File: config.mk
export PLATFORM = sky130hd
export DESIGN_NAME = kiwi_axil_rd_arbiter
export DESIGN_NICKNAME = d
export VERILOG_FILES = /design/src/rtl/kiwi_axil_rd_arbiter.sv
export SDC_FILE = /design/constraint.sdc
export NUM_CORES = 1
export LEC_CHECK = 0
export CORE_AREA = 2 2 136 138
export DETAILED_ROUTE_END_ITERATION = 16
export DIE_AREA = 0 0 138 140
export GPL_TIMING_DRIVEN = 0
export SKIP_LAST_GASP = 1
export SLEW_MARGIN = 20
export SYNTH_ARGS = -nofsm -noshare
export SYNTH_HDL_FRONTEND = slang
export SYNTH_SLANG_ARGS = --single-unit
export TNS_END_PERCENT = 100
File: constraint.sdc
create_clock -name clk -period 4.19 [get_ports clk]
set_input_delay 0.419 -clock clk [delete_from_list [all_inputs] [get_ports clk]]
set_output_delay 0.419 -clock clk [all_outputs]
set_load 0.005 [all_outputs]
File: src/rtl/kiwi_axil_rd_arbiter.sv
// AXI-lite read-channel arbiter: N masters onto one slave with round-robin AR grant
// and an in-order ID FIFO that steers each R beat back to the master that issued it.
module kiwi_axil_rd_arbiter #(
    parameter int N_MST    = 2,
    parameter int AW       = 64,
    parameter int DW       = 64,
    parameter int MAX_OUTS = 4,
    localparam int IDW     = (N_MST > 1) ? $clog2(N_MST) : 1,
    localparam int CW      = $clog2(MAX_OUTS + 1),
    localparam int PW      = (MAX_OUTS > 1) ? $clog2(MAX_OUTS) : 1
) (
    input  logic                clk,
    input  logic                rst,
    input  logic [N_MST-1:0]    m_arvalid,
    input  logic [N_MST*AW-1:0] m_araddr,
    input  logic [N_MST*3-1:0]  m_arprot,
    output logic [N_MST-1:0]    m_arready,
    output logic [N_MST-1:0]    m_rvalid,
    output logic [DW-1:0]       m_rdata,
    output logic [1:0]          m_rresp,
    input  logic [N_MST-1:0]    m_rready,
    output logic                s_arvalid,
    output logic [AW-1:0]       s_araddr,
    output logic [2:0]          s_arprot,
    input  logic                s_arready,
    input  logic                s_rvalid,
    input  logic [DW-1:0]       s_rdata,
    input  logic [1:0]          s_rresp,
    output logic                s_rready,
    output logic [CW-1:0]       outs_cnt,
    output logic                err_unexp_r
);

    logic           slot_valid_reg;
    logic [AW-1:0]  slot_addr_reg;
    logic [2:0]     slot_prot_reg;
    logic [CW-1:0]  outs_cnt_reg;
    logic [IDW-1:0] rr_ptr_reg;
    logic [PW-1:0]  wr_ptr_reg;
    logic [PW-1:0]  rd_ptr_reg;
    logic           err_reg;
    logic [IDW-1:0] id_mem [MAX_OUTS];

    logic [AW-1:0]  req_addr [N_MST];
    logic [2:0]     req_prot [N_MST];
    logic           grant_found;
    logic [IDW-1:0] grant_idx;
    logic           fifo_full;
    logic           fifo_empty;
    logic           accept_ok;
    logic           accept;
    logic           pop;
    logic [IDW-1:0] head_id;

    assign fifo_full  = (outs_cnt_reg == CW'(MAX_OUTS));
    assign fifo_empty = (outs_cnt_reg == '0);
    // The slot may be refilled in the same cycle it drains; a same-cycle R pop never relieves full.
    assign accept_ok  = (!slot_valid_reg || s_arready) && !fifo_full && !rst;
    assign accept     = accept_ok && grant_found;
    assign head_id    = id_mem[rd_ptr_reg];
    assign pop        = s_rvalid && s_rready;

    // Round-robin search: walk offsets high to low so the closest requester to rr_ptr wins last.
    always_comb begin
        grant_found = 1'b0;
        grant_idx   = '0;
        for (int k = N_MST - 1; k >= 0; k--) begin
            if (m_arvalid[(int'(rr_ptr_reg) + k) % N_MST]) begin
                grant_found = 1'b1;
                grant_idx   = IDW'((int'(rr_ptr_reg) + k) % N_MST);
            end
        end
    end

    generate
        for (genvar gi = 0; gi < N_MST; gi++) begin : g_mst
            assign req_addr[gi]  = m_araddr[gi*AW +: AW];
            assign req_prot[gi]  = m_arprot[gi*3 +: 3];
            assign m_arready[gi] = accept && (grant_idx == IDW'(gi));
            assign m_rvalid[gi]  = s_rvalid && !fifo_empty && (head_id == IDW'(gi));
        end
    endgenerate

    assign s_rready    = !fifo_empty && m_rready[head_id];
    assign m_rdata     = s_rdata;
    assign m_rresp     = s_rresp;
    assign s_arvalid   = slot_valid_reg;
    assign s_araddr    = slot_addr_reg;
    assign s_arprot    = slot_prot_reg;
    assign outs_cnt    = outs_cnt_reg;
    assign err_unexp_r = err_reg;

    always_ff @(posedge clk or posedge rst) begin
        if (rst) begin
            slot_valid_reg <= 1'b0;
            slot_addr_reg  <= '0;
            slot_prot_reg  <= '0;
            outs_cnt_reg   <= '0;
            rr_ptr_reg     <= '0;
            wr_ptr_reg     <= '0;
            rd_ptr_reg     <= '0;
            err_reg        <= 1'b0;
        end else begin
            if (accept) begin
                slot_valid_reg <= 1'b1;
                slot_addr_reg  <= req_addr[grant_idx];
                slot_prot_reg  <= req_prot[grant_idx];
                rr_ptr_reg     <= (grant_idx == IDW'(N_MST - 1)) ? '0 : grant_idx + 1'b1;
                wr_ptr_reg     <= (wr_ptr_reg == PW'(MAX_OUTS - 1)) ? '0 : wr_ptr_reg + 1'b1;
            end else if (s_arready) begin
                slot_valid_reg <= 1'b0;
            end
            if (pop) begin
                rd_ptr_reg <= (rd_ptr_reg == PW'(MAX_OUTS - 1)) ? '0 : rd_ptr_reg + 1'b1;
            end
            outs_cnt_reg <= outs_cnt_reg + CW'(accept) - CW'(pop);
            if (s_rvalid && fifo_empty) begin
                err_reg <= 1'b1;
            end
        end
    end

    // ID storage needs no reset: entries are only read once written.
    always_ff @(posedge clk) begin
        if (accept) begin
            id_mem[wr_ptr_reg] <= grant_idx;
        end
    end

endmodule

==> results.sh <==
export IMPL_firstDrtPassIters=4
export IMPL_io_pin_count=351
export IMPL_nets=883
export IMPL_grt_ovfl_total=0
export IMPL_cts_setup_buffers=0
export IMPL_dieArea_sq_um=19300
export IMPL_cts_resized=0
export IMPL_vias_per_cell=4.77
export IMPL_routabilityCongestion=0.882
export IMPL_syn_nets=588
export IMPL_path_class="primary input to output port"
export IMPL_antenna_found_initial=1
export IMPL_fillers=1691
export IMPL_rsz0062_at_grt="no"
export IMPL_fin_util_pct=43.8
export IMPL_cp_arrival_ps=2910
export IMPL_core_area_sq_um=17800
export IMPL_post_route_cells_drive_above_1_share_pct=16.7
export IMPL_drt_total_wl_um=17100
export IMPL_end_kind="output port"
export IMPL_fmax_mhz=300
export IMPL_yosys_area_top_type="dfrtp_1"
export IMPL_grt_pass1_vias=4586
export IMPL_critPathLaunch="m_arvalid[0]"
export IMPL_synth_seq_cells=81
export IMPL_synth_edf_count=4
export IMPL_period_minus_slack_ps=3330
export IMPL_ant_nets=0
export IMPL_hpwl_um=13700
export IMPL_maxSlewHeadroom_pct=46.1
export IMPL_largest_reg_flops=64
export IMPL_port_buffers=283
export IMPL_cts_root_buf="clkbuf_16"
export IMPL_drc=0
export IMPL_syn_to_final_growth_pct=79.8
export IMPL_htree_num_levels=3
export IMPL_min_from="err_unexp_r"
export IMPL_grt_use_total_pct=17.0
export IMPL_netlist_area_sq_um=4330
export IMPL_synthTopCellsByArea="dfrtp_1 44%, o2bb2ai_1 14%, a32oi_1 14%"
export IMPL_status="finished, final reports clean"
export IMPL_p_total_w=0.00418
export IMPL_hold_path_class="flip-flop to flip-flop"
export IMPL_r2r_start="outs_cnt[1]"
export IMPL_finalSetupViolations=0
export IMPL_clk_pin_slew_ps=60
export IMPL_wl_per_cell_um=18.9
export IMPL_cts_tree="done"
export IMPL_ctsHoldBuffers=0
export IMPL_die_h_um=140
export IMPL_required_ps=3770
export IMPL_p_per_area_nw_per_um2=537
export IMPL_slew_violations=0
export IMPL_grt_pass1_wl_um=25800
export IMPL_clkLatencyLatePin_ps=340
export IMPL_synthesis_instances=372
export IMPL_yosys_top_cells_count="77 x dfrtp_1, 74 x buf_4, 68 x o2bb2ai_1"
export IMPL_yosysMostFrequentCell="dfrtp_1"
export IMPL_setup_worst_path_start_class="primary input"
export IMPL_seq_area_frac_synth_pct=47.2
export IMPL_worst_slew_pin_slew_ps=806
export IMPL_crit_fanout=10
export IMPL_cts_buffers=9
export IMPL_yosys_warnings=0
export IMPL_synth_async_reset_ratio_pct=95.1
export IMPL_leakagePower_nw=3.07
export IMPL_finClkSkew_ps=5.57
export IMPL_syn_avg_cell_area_sq_um=11.7
export IMPL_start_util_pct=24.4
export IMPL_finalCritPeriodShare_pct=79.6
export IMPL_drt_initial_drc_count=105
export IMPL_yosysTopAreaCellShare_pct=44.5
export IMPL_ys_types=30
export IMPL_maxCapViolCount=0
export IMPL_clk_path_buf_depth=2
export IMPL_max_vdd_ir_drop_uv=271
export IMPL_cts_sinks=81
export IMPL_synth_flop_cell="dfrtp_1"
export IMPL_via_count=4303
export IMPL_grt_max_degree=43
export IMPL_hold_violations=0
export IMPL_die_x_um=138
export IMPL_rows=49
[final timing paths]
check / depth (start not counted) / slack, ps / to
worst max-delay path: 6 / 860 / m_arready[0]
worst min-delay path: 1 / 470 / err_unexp_r
worst max register to register: 10 / 1560 / outs_cnt[2]
worst min register to register: 1 / 470 / err_unexp_r
max in group asynchronous: 3 / 3100 / s_araddr[30]
min in group asynchronous: 2 / 480 / s_araddr[60]
[area by class of cell]
type / count / area, sq um / area share (%)
repair buffers: 284 / 2850 / 36.6
flip-flops and latches: 81 / 2050 / 26.3
multi-input cells: 177 / 1570 / 20.1
plain buffers: 104 / 684 / 8.78
well taps: 229 / 287 / 3.68
clock buffers: 12 / 267 / 3.42
clock inverters: 4 / 50.0 / 0.642
inverters: 10 / 40.0 / 0.514
diodes: 1 / 2.50 / 0.0321
[kinds of logic (layout without fill, tap and decap cells)]
family,after synthesis,in the layout,share of synthesized area (%)
AO/OA/AOI/OAI,140,140,28.4
other,0,1,0
multiplexers,7,7,2.48
adder cells (fa/ha/maj),8,8,2.48
buffers and inverters,114,414,16.7
AND/OR/NAND/NOR,20,20,2.37
XOR/XNOR,2,2,0.404
flip-flops,81,81,47.2
[worst max-delay path: stages]
cell and delay [ps]:
clkdlybuf4s50_1 510, a21boi_1 680, buf_2 380, buf_2 260
nor2b_1 150, clkdlybuf4s50_1 520
[power breakdown]
part | switching (W) | leakage [nW] | total (W) | internal (W)
clock network | 0.000320 | 0.151 | 0.000830 | 0.000509
logic | 0.000756 | 1.93 | 0.00196 | 0.00120
registers | 0.000235 | 0.988 | 0.00140 | 0.00116
[cell usage in the layout, fill, tap and decap left out, drive strengths merged]
| cell | synthesis | routed |
|---|---|---|
| mux2 | 4 | 4 |
| o2111ai | 1 | 1 |
| inv | 10 | 10 |
| nand3 | 1 | 1 |
| fa | 1 | 1 |
| or3b | 1 | 1 |
| clkbuf | 18 | 30 |
| dfrtp | 77 | 77 |
| nand2b | 3 | 3 |
| nor2 | 8 | 8 |
| ha | 7 | 7 |
| and2 | 1 | 1 |
| nand4 | 1 | 1 |
| a21o | 1 | 1 |
| clkinvlp | 0 | 2 |
| buf | 86 | 87 |
| clkdlybuf4s50 | 0 | 283 |
| clkinv | 0 | 1 |
| edfxtp | 4 | 4 |
| a32oi | 67 | 67 |
| o2bb2ai | 68 | 68 |
| o311ai | 2 | 2 |
| nand2 | 1 | 1 |
| xnor2 | 2 | 2 |
| nor3 | 1 | 1 |
| bufinv | 0 | 1 |
| mux4 | 1 | 1 |
| diode | 0 | 1 |
| mux2i | 2 | 2 |
| a21boi | 1 | 1 |
| nor2b | 3 | 3 |
[per-stage QoR]
| stage | cells | hold slack [ps] | setup WS, ps | TNS (ps) | area (sq um) |
|---|---|---|---|---|---|
| 3_3_place_gp | 884 | 443 | -1730 | -67120 | 7450 |
| 5_1_grt | 902 | 500 | 636 | 0 | 7790 |
| 3_5_place_dp | 885 | 456 | 712 | 0 | 7480 |
| 6_report | 902 | 467 | 856 | 0 | 7790 |
| 4_1_cts | 901 | 470 | 708 | 0 | 7790 |
| 2_1_floorplan | 372 | 451 | 109 | 0 | 4330 |
[per-layer routing]
| layer | vias up | track usage (%) | part of all wire, % |
|---|---|---|---|
| met4 | 0 | 7.20 | 2.6 |
| li1 | 1981 | - | - |
| met3 | 31 | 4.92 | 6.9 |
| met1 | 2074 | 18.5 | 39 |
| met5 | - | 0 | 0 |
| met2 | 217 | 30.9 | 52 |
Note: power is estimated with default switching activity, not from simulation.
